<file path="config.mk">
export PLATFORM = sky130hd
export DESIGN_NAME = fft_stage_ctrl
export DESIGN_NICKNAME = d
export VERILOG_FILES = /design/src/rtl/fft_pkg.sv /design/src/rtl/fft_ctrl_pipe.sv /design/src/rtl/fft_stage_ctrl.sv
export SDC_FILE = /design/constraint.sdc
export NUM_CORES = 1
export LEC_CHECK = 0
export ABC_AREA = 1
export BUFFER_PORTS_ARGS = -buffer_cell sky130_fd_sc_hd__buf_2
export CAP_MARGIN = 20
export CELL_PAD_IN_SITES_DETAIL_PLACEMENT = 0
export CELL_PAD_IN_SITES_GLOBAL_PLACEMENT = 1
export CORE_ASPECT_RATIO = 0.5
export CORE_UTILIZATION = 44
export CTS_CLUSTER_DIAMETER = 100
export CTS_CLUSTER_SIZE = 14
export DETAILED_ROUTE_END_ITERATION = 7
export PLACE_DENSITY = 0.82
export RECOVER_POWER = 100
export SLEW_MARGIN = 25
export SYNTH_ARGS = -nofsm -noshare
export SYNTH_HDL_FRONTEND = slang
export SYNTH_SLANG_ARGS = --single-unit
</file>
<file path="constraint.sdc">
create_clock -name clk -period 4.2 [get_ports clk]
set_clock_uncertainty 0.2 [all_clocks]
set_input_delay 0.42 -clock clk [delete_from_list [all_inputs] [get_ports clk]]
set_output_delay 0.42 -clock clk [all_outputs]
set_load 0.05 [all_outputs]
</file>
<file path="src/rtl/fft_pkg.sv">
// fft_pkg: shared state encoding and default sizing for the FFT stage controller
package fft_pkg;
    localparam int LOG2N_DEF    = 3;
    localparam int BFLY_LAT_DEF = 2;
    localparam int ADDR_W_DEF   = LOG2N_DEF;
    localparam int TW_W_DEF     = LOG2N_DEF - 1;
    localparam int STAGE_W_DEF  = $clog2(LOG2N_DEF);
    localparam int DRAIN_W      = 4;
    typedef enum logic [1:0] {IDLE, RUN, DRAIN, DONE} state_t;
endpackage

</file>
<file path="src/rtl/fft_ctrl_pipe.sv">
// fft_ctrl_pipe: stall-aware issue-to-writeback delay line for butterfly valid and addresses
module fft_ctrl_pipe
    import fft_pkg::*;
#(
    parameter int LAT = BFLY_LAT_DEF,
    parameter int AW  = ADDR_W_DEF
) (
    input  logic          clk,
    input  logic          clr_n,
    input  logic          stall,
    input  logic          in_v,
    input  logic [AW-1:0] in_a,
    input  logic [AW-1:0] in_b,
    output logic          out_v,
    output logic [AW-1:0] out_a,
    output logic [AW-1:0] out_b
);
    logic [LAT-1:0]         v;
    logic [LAT-1:0][AW-1:0] a, b;

    always_ff @(posedge clk or negedge clr_n) begin
        if (!clr_n) begin
            v <= '0;
            a <= '0;
            b <= '0;
        end else if (!stall) begin
            v[0] <= in_v;
            a[0] <= in_a;
            b[0] <= in_b;
            for (int i = 1; i < LAT; i++) begin
                v[i] <= v[i-1];
                a[i] <= a[i-1];
                b[i] <= b[i-1];
            end
        end
    end

    assign out_v = v[LAT-1] & ~stall;
    assign out_a = a[LAT-1];
    assign out_b = b[LAT-1];
endmodule

</file>
<file path="src/rtl/fft_stage_ctrl.sv">
// fft_stage_ctrl: radix-2 in-place FFT sequencer issuing butterfly addresses stage by stage
module fft_stage_ctrl
    import fft_pkg::*;
#(
    parameter int LOG2N    = LOG2N_DEF,
    parameter int BFLY_LAT = BFLY_LAT_DEF
) (
    input  logic                     clk,
    input  logic                     clr_n,
    input  logic                     start,
    input  logic                     stall,
    output logic                     busy,
    output logic                     done,
    output logic [$clog2(LOG2N)-1:0] stage,
    output logic                     rd_en,
    output logic [LOG2N-1:0]         addr_a,
    output logic [LOG2N-1:0]         addr_b,
    output logic [LOG2N-2:0]         tw_idx,
    output logic                     wr_en,
    output logic [LOG2N-1:0]         wr_addr_a,
    output logic [LOG2N-1:0]         wr_addr_b
);
    localparam int AW = LOG2N;
    localparam int KW = LOG2N - 1;
    localparam int SW = $clog2(LOG2N);

    state_t             state, state_nx;
    logic [SW-1:0]      s, s_nx, sh;
    logic [KW-1:0]      k, k_nx;
    logic [DRAIN_W-1:0] d, d_nx;
    logic [AW-1:0]      kk, span, pos, a_raw;
    logic               last_k, last_d, last_s;

    always_ff @(posedge clk or negedge clr_n) begin
        if (!clr_n) begin
            state <= IDLE;
            s     <= '0;
            k     <= '0;
            d     <= '0;
        end else begin
            state <= state_nx;
            s     <= s_nx;
            k     <= k_nx;
            d     <= d_nx;
        end
    end

    always_comb begin
        last_k   = k == {KW{1'b1}};
        last_d   = d == DRAIN_W'(BFLY_LAT - 1);
        last_s   = s == SW'(LOG2N - 1);
        state_nx = state;
        s_nx     = s;
        k_nx     = k;
        d_nx     = d;
        case (state)
            IDLE: if (start) begin
                state_nx = RUN;
                s_nx     = '0;
                k_nx     = '0;
            end
            RUN: if (!stall) begin
                state_nx = last_k ? DRAIN : RUN;
                k_nx     = last_k ? '0 : k + 1'b1;
                d_nx     = '0;
            end
            // drain lets the last writes of stage s land before stage s+1 reads
            DRAIN: if (!stall) begin
                d_nx = d + 1'b1;
                if (last_d) begin
                    state_nx = last_s ? DONE : RUN;
                    s_nx     = last_s ? s : s + 1'b1;
                end
            end
            default: state_nx = IDLE;
        endcase
    end

    always_comb begin
        rd_en  = state == RUN && !stall;
        kk     = AW'(k);
        span   = AW'(1) << s;
        pos    = kk & (span - 1'b1);
        a_raw  = ((kk & ~(span - 1'b1)) << 1) | pos;
        sh     = SW'(LOG2N - 1) - s;
        addr_a = rd_en ? a_raw : '0;
        addr_b = rd_en ? (a_raw | span) : '0;
        tw_idx = rd_en ? (AW-1)'(pos << sh) : '0;
        busy   = state == RUN || state == DRAIN;
        done   = state == DONE;
        stage  = s;
    end

    fft_ctrl_pipe #(.LAT(BFLY_LAT), .AW(AW)) u_pipe (
        .clk   (clk),
        .clr_n (clr_n),
        .stall (stall),
        .in_v  (rd_en),
        .in_a  (addr_a),
        .in_b  (addr_b),
        .out_v (wr_en),
        .out_a (wr_addr_a),
        .out_b (wr_addr_b)
    );
endmodule
</file>
==> results of run 1 <==
## where the power goes
group,switching [mW],internal [mW]
sequential,0.0405,0.290
combinational,0.361,0.115
clock,0.0756,0.127
## logic make-up (layout without fill, tap and decap cells)
| logic type | Yosys count | after routing | synth area share |
|---|---|---|---|
| and+or+nand+nor | 73 | 73 | 0.2526 |
| buffers and inverters | 37 | 56 | 0.1233 |
| AOI/OAI and AO/OA | 27 | 27 | 0.1080 |
| DFF | 24 | 24 | 0.4082 |
| adders and majority gates | 12 | 12 | 0.1020 |
| xor gates and xnor gates | 1 | 1 | 0.005953 |
## through the flow
stage	area (um2)	setup WS [ns]	utilization
2_1_floorplan	1471	1.461	-
3_3_place_gp	1570	1.952	0.5093
3_5_place_dp	1570	1.869	0.5093
4_1_cts	1652	1.558	0.5357
5_1_grt	1582	0.8145	0.5130
6_report	1582	1.104	0.5130
## cell type report
class / count / area, um2 / area share
multi-input combinational: 113 / 651.9 / 0.4122
clock inverter: 1 / 30.03 / 0.01899
timing repair buffer: 24 / 97.59 / 0.06171
sequential: 24 / 600.6 / 0.3797
clock buffer: 3 / 41.29 / 0.02611
tap: 40 / 50.05 / 0.03165
inverter: 28 / 110.1 / 0.06962
## worst paths after layout
check	from	to	slack, ns	cells past startpoint
setup / recovery	stall	addr_b[0]	1.10	7
hold / removal	u_pipe.a[1]	u_pipe.out_a[1]	0.28	2
setup reg to reg	state[1]	d[2]	2.11	8
hold reg to reg	u_pipe.a[1]	u_pipe.out_a[1]	0.28	2
max in group asynchronous	clr_n	u_pipe.out_a[2]	2.30	2
min in group asynchronous	clr_n	stage[0]	0.75	2
## registers in the layout (all words and copies together) (netlist names)
signal and flops:
u_pipe.out_a 3, stage 2, u_pipe.out_b 3, u_pipe.b 3, u_pipe.a 3, k 2, u_pipe.v 2, state 2
d 4
## per-layer routing
metal	vias up	global-route usage	wire, um
li1	585	-	-
met1	518	0.2096	1356
met2	14	0.2667	1190
met3	2	0.05837	124
met5	-	0	0
met4	0	0.02034	8
## worst register-to-register path, delay by kind of cell (launching register included)
family,cells,cell delay (ns)
adders and majority gates,1,0.29
buffers and inverters,2,0.27
and+or+nand+nor,5,0.79
DFF,1,0.44
## cells in the final DEF, fill, tap and decap left out, types with 2 or more instances in the layout
master and count:
a21oi_1 3, a21oi_2 2, clkbuf_1 22, clkbuf_8 3, clkinvlp_2 2, dfrtp_1 24, ha_1 12, inv_1 25
nand2_1 42, nand2_4 3, nand3_1 6, nand3_2 2, nand4_1 5, nor2_1 12, o21ai_0 16, o22ai_1 4
## what timing repair did
item | 4_1_cts | 5_1_grt
buffers inserted | 0 | 0
endpoints found under the hold margin | 24 | 0
hold buffers | 1 | 0
==> impl_results.md, run 1 <==
* Status: finished clean
* Wirelength per Cell at 11.50 um
* IO Pins at 24
* CP Class: input pin to output port
* Synth top area cells: dfrtp_1, nand2_1, ha_1
* DRC Markers at 0
* Total Power at 1.010 mW
* Mapped Area at 1471 um2
* Mean post-synth cell area at 8.456 um2
* Root buffer cell: clkbuf_8
* Final TNS setup at 0 ns
* Synth Flop Type: dfrtp_1
* Die area at 3593 um2
* CP bufs+invs at 5
* CP max FO at 18
* Pin count of the biggest net entering global routing at 25
* Slew of the pin with the lowest slew margin at 1.265 ns
* Most numerous cell in the Yosys netlist: nand2_1
* Core Rows at 14
* Core Footprint at 3083 um2
* Vias in the first global route at 1005
* Routed wire length at 2.680 mm
* EDFF count, synth at 0
* Buffers on Ports at 23
* Max cap viols at 0
* WHS at 0.2799 ns
* Finish-stage setup viols at 0
* H-tree Lvls at 1
* Fin crit share at 0.7371
* Top-area cell type share of the netlist area at 0.4082
* Layout cell share with drive strength beyond 1 at 0.08808
* Critical Path Most Common Cell: clkbuf_1
* Synth top cells by count: nand2_1, inv_1, dfrtp_1, o21ai_0, ha_1
* CP arrival at 2.48 ns
* Initial Util at 0.4773
* Dpl cells at 228
* Relative slew slack at 0.1569
* Maximum buffer depth of the clock tree at 2
* Synth Warn # at 0
* Critical path endpoint category: output port
* DRT Pass-1 Iters at 4
* Initial DRC count at 42
* GPL Wtd Cong at 0.8302
* # diodes at 0
* Startpoint Class: input pin
* CTS buffer count at 3
* FFs w/ async S/R, synth at 1.000
* Overflow after GRT at 0
* Achievable Freq at 323.0 MHz
* Vias per inst at 4.803
* Worst-Skew Late Latency at 0.27 ns
* Yosys reg bits at 24
* Max VDD drop at 0.2746 mV
* DP HPWL at 1.949 mm
* Die width at 83.78 um
* CTS tree: done
* Sequential area share after synthesis at 0.4082
* Worst Hold Class: register to register
* RSZ-0062 raised after global routing: false
* Fillers at 331
* Post-Synthesis Cells at 174
* Slowest stage delay, CP at 0.63 ns
* Nets@finish at 210
* Final cell count without fillers at 233
* Dominant cell type by area after synthesis: dfrtp_1
* Leak at 0.7820 nW
* Final ANT Viol Nets at 0
* Post-synthesis cell type count at 27
* Clock Sink Count at 24
* Power Dens Cells at 638.4 nW/um2
* Area growth from synthesis to layout at 7.483%
* Vias at 1119
* First-pass GRT wire length at 4.498 mm
* Data required time of the worst path at 3.58 ns
* Post-CTS sizing at 0
* Slowest cell on the critical path: clkbuf_1
* Fin. Hold Viols at 0
* Synthesized net count at 190
* Crit path time final at 3.096 ns
* Max-slew violations at 0
* Tot GR Track Use at 0.1609
* Initial antenna violation count at 0
* Clk slew on worst S/H paths at 0.08 ns
* Die Y at 42.89 um
* Crit path max-delay family: buffers and inverters
* Crit-path cells: clkbuf_1 > clkinvlp_2 > nand2_1 > inv_4 > o21ai_0 > inv_1 > clkbuf_1
Power figures use the tool's default switching activity.
==> inputs of run 2 (changes only) <==
--- a/config.mk
+++ b/config.mk
@@ -11,11 +11,11 @@
 export CELL_PAD_IN_SITES_DETAIL_PLACEMENT = 0
 export CELL_PAD_IN_SITES_GLOBAL_PLACEMENT = 1
 export CORE_ASPECT_RATIO = 0.5
-export CORE_UTILIZATION = 44
+export CORE_UTILIZATION = 37
 export CTS_CLUSTER_DIAMETER = 100
 export CTS_CLUSTER_SIZE = 14
 export DETAILED_ROUTE_END_ITERATION = 7
-export PLACE_DENSITY = 0.82
+export PLACE_DENSITY = 0.73
 export RECOVER_POWER = 100
 export SLEW_MARGIN = 25
 export SYNTH_ARGS = -nofsm -noshare
==> constraint.sdc (replaced) <==
create_clock -name clk -period 2.7 [get_ports clk]
set_clock_uncertainty 0.2 [all_clocks]
set_input_delay 0.27 -clock clk [delete_from_list [all_inputs] [get_ports clk]]
set_output_delay 0.27 -clock clk [all_outputs]
set_load 0.05 [all_outputs]
==> impl_results.md, run 2 (same netlist as run 1, synthesis figures left out) <==
* Final TNS setup at 0 ns (unchanged)
* Layer with the highest usage: met2
* Finish-stage setup viols at 0 (unchanged)
* Wirelength per Cell at 11.25 um (-2.2%)
* IO Pins at 24 (unchanged)
* GR Util met1 at 0.1864 (-0.02312)
* RSZ-0062 raised after global routing: false
* Maximum buffer depth of the clock tree at 2 (unchanged)
* Footprint of the multi-input gates at 649.4 um2 (-0.38%)
* Worst-Skew Late Latency at 0.27 ns (about the same)
* Area growth from synthesis to layout at 9.099%
* Max-slew violations at 0 (unchanged)
* R2R Setup Slk at 0.64 ns (-1.47 ns)
* Overflow after GRT at 0 (unchanged)
* Die area at 4248 um2 (+18%)
* Root buffer cell: clkbuf_8
* Die width at 91.18 um (+8.8%)
* Pin count of the biggest net entering global routing at 25 (unchanged)
* First-pass GRT wire length at 4.478 mm (-0.44%)
* Register area at 600.6 um2 (unchanged)
* CP Class: register to output port
* Fin. Hold Viols at 0 (unchanged)
* Fin crit share at 0.9226
* Initial antenna violation count at 0 (unchanged)
* Post-CTS Setup Inserts at 0 (unchanged)
* Max cap viols at 0 (unchanged)
* Worst Setup SP: state[1]
* Initial Util at 0.4062 (-0.07106)
* CTS tree: done
* Core Rows at 15 (+1)
* Tot GR Track Use at 0.1409 (-0.01996)
* WHS at 0.1818 ns (-0.09813 ns)
* Most flops, register: d
* Clock Sink Count at 24 (unchanged)
* CP max FO at 8 (-10)
* Vias at 1096 (-2.1%)
* Power Dens Cells at 982.1 nW/um2 (+54%)
* Most frequent cells in the layout: nand2_1, inv_1, dfrtp_1, o21ai_0, clkbuf_1
* Beginning of the worst register-to-register path: state[1]
* Max VDD drop at 0.3291 mV (+20%)
* Data required time of the worst path at 2.23 ns (-1.35 ns)
* Routed wire length at 2.746 mm (+2.5%)
* Vias in the first global route at 971 (-3.4%)
* Nets@finish at 210 (unchanged)
* Relative slew slack at 0.1259 (-0.03101)
* Final ANT Viol Nets at 0 (unchanged)
* CP arrival at 2.02 ns (-0.46 ns)
* Routing usage on met3 at 0.04455 (-0.01381)
* H-tree Lvls at 1 (unchanged)
* Buffers on Ports at 23 (unchanged)
* Core Footprint at 3622 um2 (+17%)
* DP HPWL at 2.066 mm (+6.0%)
* Max FFs per register at 4 (unchanged)
* DRC Markers at 0 (unchanged)
* Post-CTS sizing at 0 (unchanged)
* Clk slew on worst S/H paths at 0.09 ns (about the same)
* Layout cell share with drive strength beyond 1 at 0.1295 (+0.04145)
* Vias per inst at 4.492 (-6.5%)
* Hold wc startpoint: start
* GRT met2 Usage at 0.2318 (-0.03485)
* Initial DRC count at 30 (-29%)
* Achievable Freq at 401.4 MHz
* Die Y at 46.59 um (+8.6%)
* Leak at 0.8168 nW (+4.5%)
* GPL Wtd Cong at 0.7414 (-11%)
* Fillers at 378 (+14%)
* Critical path endpoint category: output port
* Slew of the pin with the lowest slew margin at 1.311 ns (+0.04651 ns)
* # diodes at 0 (unchanged)
* Status: finished clean
* Startpoint Class: register
* DRT Pass-1 Iters at 4 (unchanged)
* Worst Hold Class: input pin to register
* Most common cell after layout, fill and taps aside: nand2_1
* CTS buffer count at 3 (unchanged)
* Crit path time final at 2.491 ns
==> run 2: where the power goes <==
group	switching, mW	internal, mW	total [mW]
registers	0.0619	0.452	0.514
clock network	0.121	0.198	0.320
logic	0.559	0.185	0.743
==> run 2: area by class of cell <==
type | count | area share
Multi-Input combinational cell | 113 | 0.4045
Sequential cell | 24 | 0.3741
Clock buffer | 3 | 0.02572
Clock inverter | 1 | 0.01871
Timing Repair Buffer | 24 | 0.06781
Tap cell | 51 | 0.03975
Inverter | 28 | 0.06937
==> run 2: path summary, 6_finish.rpt <==
check | depth (start not counted) | endpoint
setup / recovery | 7 | addr_a[2]
min in group asynchronous | 2 | d[1]
hold reg to reg | 2 | u_pipe.out_a[1]
setup reg to reg | 8 | d[2]
max in group asynchronous | 2 | u_pipe.a[1]
hold / removal | 5 | k[1]
==> run 2: per-stage QoR <==
stage	cells	setup WS (ns)	cell area (um2)	total power, mW	util
finish	244	0.2089	1605	1.577	0.4432
global route	244	0.01944	1605	1.697	0.4432
CTS	244	0.2143	1665	1.662	0.4598
detailed placement	239	0.5323	1584	1.333	0.4373
global placement	239	0.5906	1584	1.329	0.4373
floorplan	174	0.1109	1471	1.211	-
==> run 2: what timing repair did <==
action | CTS | global route
hold buffers | 1 | 0
setup endpoints to repair | 0 | 0
hold endpoints to repair | 24 | 0
==> run 2: worst max-delay path, stage by stage (launching register included) <==
cell      delay [ns]
dfrtp_1         0.45
inv_1           0.10
ha_1            0.32
nand2_1         0.24
inv_4           0.15
nand2_1         0.07
nor2_1          0.13
clkbuf_2        0.29
==> run 2: routing by layer <==
layer  vias to the layer above  wire length [um]  share of wire
li1                        582                 -              -
met1                       501              1456           0.53
met2                        13              1211           0.44
met3                         0                79          0.029
met4                         0                 0              0
met5                         -                 0              0
==> inputs of run 3 (changes only) <==
--- a/config.mk
+++ b/config.mk
@@ -5,13 +5,12 @@
 export SDC_FILE = /design/constraint.sdc
 export NUM_CORES = 1
 export LEC_CHECK = 0
-export ABC_AREA = 1
 export BUFFER_PORTS_ARGS = -buffer_cell sky130_fd_sc_hd__buf_2
 export CAP_MARGIN = 20
 export CELL_PAD_IN_SITES_DETAIL_PLACEMENT = 0
 export CELL_PAD_IN_SITES_GLOBAL_PLACEMENT = 1
 export CORE_ASPECT_RATIO = 0.5
-export CORE_UTILIZATION = 37
+export CORE_UTILIZATION = 38
 export CTS_CLUSTER_DIAMETER = 100
 export CTS_CLUSTER_SIZE = 14
 export DETAILED_ROUTE_END_ITERATION = 7
==> impl_results.md, run 3 <==
* Slew of the pin with the lowest slew margin at 1.284 ns (-0.02681 ns)
* Final cell count without fillers at 198 (-19%)
* Most common cell after layout, fill and taps aside: dfrtp_1
* Nets@finish at 167 (-20%)
* Post-synthesis cell type count at 31 (+15%)
* Achievable Freq at 392.0 MHz (-2.4%)
* Most numerous cell in the Yosys netlist: dfrtp_1
* CP arrival at 2.08 ns (+0.06 ns)
* Total Power at 1.961 mW (+24%)
* Die width at 86.57 um (-5.1%)
* Routed wire length at 2.499 mm (-9.0%)
* Clock Sink Count at 24 (unchanged)
* Most frequent cells in the layout: dfrtp_1, nand2_1, clkbuf_1, ha_1
* Synth top cells by count: dfrtp_1, nand2_1, ha_1, mux2_2
* CP bufs+invs at 3 (unchanged)
* Main combinational cell family by area after synthesis: simple AND/OR/NAND/NOR gates
* Util after Layout at 0.4840 (+0.04082)
* Most flops, register: d
* IO Pins at 24 (unchanged)
* Final TNS setup at 0 ns (unchanged)
* Crit path max-delay family: simple AND/OR/NAND/NOR gates
* Worst Hold Class: input pin to register
* Mean post-synth cell area at 10.37 um2 (+23%)
* Critical path endpoint category: output port
* Root buffer cell: clkbuf_8
* Area growth from synthesis to layout at 14.18%
* Synth Flop Type: dfrtp_1
* Synth top area cells: dfrtp_1, ha_1, mux2_2
* Fillers at 325 (-14%)
* XOR/XNOR Fraction of Synth Area at 0.006446 (+0.0004933)
* Synth Area in Simple Gates at 0.1547 (-0.09785)
* # diodes at 0 (unchanged)
* Die area at 3834 um2 (-9.8%)
* Max VDD drop at 0.4771 mV (+45%)
* Max cap viols at 0 (unchanged)
* Sequential area share after synthesis at 0.4420 (+0.03383)
* DP HPWL at 1.832 mm (-11%)
* Max-slew violations at 0 (unchanged)
* RSZ-0062 raised after global routing: false
* CP Class: register to output port
* Overflow after GRT at 0 (unchanged)
* Clk slew on worst S/H paths at 0.09 ns (about the same)
* CTS buffer count at 3 (unchanged)
* Layout cell share with drive strength beyond 1 at 0.2200 (+0.09047)
* DRC Markers at 0 (unchanged)
* Crit path time final at 2.551 ns (+0.06005 ns)
* Area after DPL at 1483 um2 (-6.4%)
* Dpl cells at 193 (-19%)
* Maximum buffer depth of the clock tree at 2 (unchanged)
* Slowest stage delay, CP at 0.45 ns (about the same)
* Worst setup margin at 0.1488 ns (-0.06005 ns)
* Crit-path cells: inv_1 > ha_2 > or2b_4 > clkinvlp_4 > and3_2 > and3_2 > clkbuf_4
* Tot GR Track Use at 0.1524 (+0.01144)
* Fin. Hold Viols at 0 (unchanged)
* Mux contribution to synthesized area at 0.09669 (+0.09669)
* First-pass GRT wire length at 4.395 mm (-1.9%)
* Die Y at 44.29 um (-4.9%)
* Initial Util at 0.4239 (+0.01767)
* Synthesized net count at 147 (-23%)
* Buffers on Ports at 23 (unchanged)
* Slowest cell on the critical path: dfrtp_1
* Vias at 962 (-12%)
* CP max FO at 8 (unchanged)
* Top-area cell type share of the netlist area at 0.4420 (+0.03383)
* Vias per inst at 4.859 (+8.2%)
* Core Rows at 14 (-1)
* Status: finished clean
* GPL Wtd Cong at 0.7398 (-0.22%)
* Post-Synthesis Cells at 131 (-25%)
* Startpoint Class: register
* Fin crit share at 0.9449 (+0.02224)
* Power Dens Cells at 1264 nW/um2 (+29%)
* CTS tree: done
* Pin count of the biggest net entering global routing at 25 (unchanged)
* Finish-stage setup viols at 0 (unchanged)
* DRT Pass-1 Iters at 6 (+2)
* Core Footprint at 3206 um2 (-12%)
* Design area at 1551 um2 (-3.4%)
* Leak at 0.7781 nW (-4.7%)
* WHS at 0.2167 ns (+0.03485 ns)
* H-tree Lvls at 1 (unchanged)
* Synth Warn # at 0 (unchanged)
* Critical Path Most Common Cell: and3_2
* Max FFs per register at 4 (unchanged)
* Post-CTS Setup Inserts at 0 (unchanged)
* Compound-Gate Fraction of Synth Area at 0.1234 (+0.01540)
* Vias in the first global route at 929 (-4.3%)
* FFs w/ async S/R, synth at 1.000 (unchanged)
* Data required time of the worst path at 2.23 ns (about the same)
* Dominant cell type by area after synthesis: dfrtp_1
* Post-Synth Adder-Cell Area at 0.1105 (+0.008456)
* Final ANT Viol Nets at 0 (unchanged)
* Relative slew slack at 0.1437 (+0.01788)
* Yosys reg bits at 24 (unchanged)
* Mapped Area at 1359 um2 (-7.7%)
* EDFF count, synth at 0 (unchanged)
* Initial antenna violation count at 0 (unchanged)
* Initial DRC count at 49 (+63%)
* Worst-Skew Late Latency at 0.27 ns (about the same)
* Post-Place Setup Slack at 0.3396 ns (-0.1927 ns)
* Wirelength per Cell at 12.62 um (+12%)
[run 3: changes by cell type after synthesis, moves of 4 or more]
cell / change
nand2_4: -4
a21o_1: +5
mux2_2: +9
inv_1: -17
nand4_1: -4
nor2_1: -4
o21ai_0: -8
nand2_1: -28
[run 3: where the power goes]
part / switching [mW] / leakage, nW / total, mW / internal [mW]
clock network: 0.120 / 0.0357 / 0.318 / 0.198
logic: 0.720 / 0.429 / 1.06 / 0.336
registers: 0.103 / 0.313 / 0.586 / 0.483
[run 3: cells by family (layout without fill, tap and decap cells)]
logic type      Yosys count  after routing
flops                    24             24
simple gates             39             39
buf+inv                  17             36
compound gates           26             26
xor+xnor                  1              1
fa+ha+maj                12             12
mux                      12             12
[run 3: worst reg2reg max path, stage by stage, from the launching register on]
cell	delay [ns]
dfrtp_1	0.45
inv_1	0.09
ha_2	0.22
o21ai_0	0.27
nand2_1	0.22
or4b_1	0.54
nand3_1	0.10
[run 3: path summary, 6_finish.rpt]
kind / slack [ns] / startpoint / end / cells after the start
setup / recovery: 0.15 / state[1] / tw_idx[0] / 7
setup reg to reg: 0.55 / state[1] / d[3] / 6
hold / removal: 0.22 / stall / u_pipe.v[0] / 3
max in group asynchronous: 0.95 / clr_n / u_pipe.out_a[1] / 2
hold reg to reg: 0.28 / u_pipe.a[1] / u_pipe.a[1] / 1
min in group asynchronous: 0.59 / clr_n / d[0] / 2
[run 3: timing repair]
item,in CTS,in global routing
gates resized for setup,0,5
hold buffers,1,0
setup endpoints to repair,0,2
hold endpoints to repair,24,0
[run 3: cell type report]
class	instances	area, um2	area share
Sequential cell	24	600.6	0.3871
Clock buffer	3	41.29	0.02661
Clock inverter	1	30.03	0.01935
Multi-Input combinational cell	90	674.4	0.4347
Timing Repair Buffer	24	111.4	0.07177
Inverter	8	33.78	0.02177
Tap cell	48	60.06	0.03871
[run 3: routing by layer]
layer / wire (um) / global-route usage
met5: 0 / 0
met4: 0 / 0.04000
met1: 1215 / 0.1944
met2: 1180 / 0.2587
met3: 103 / 0.04478
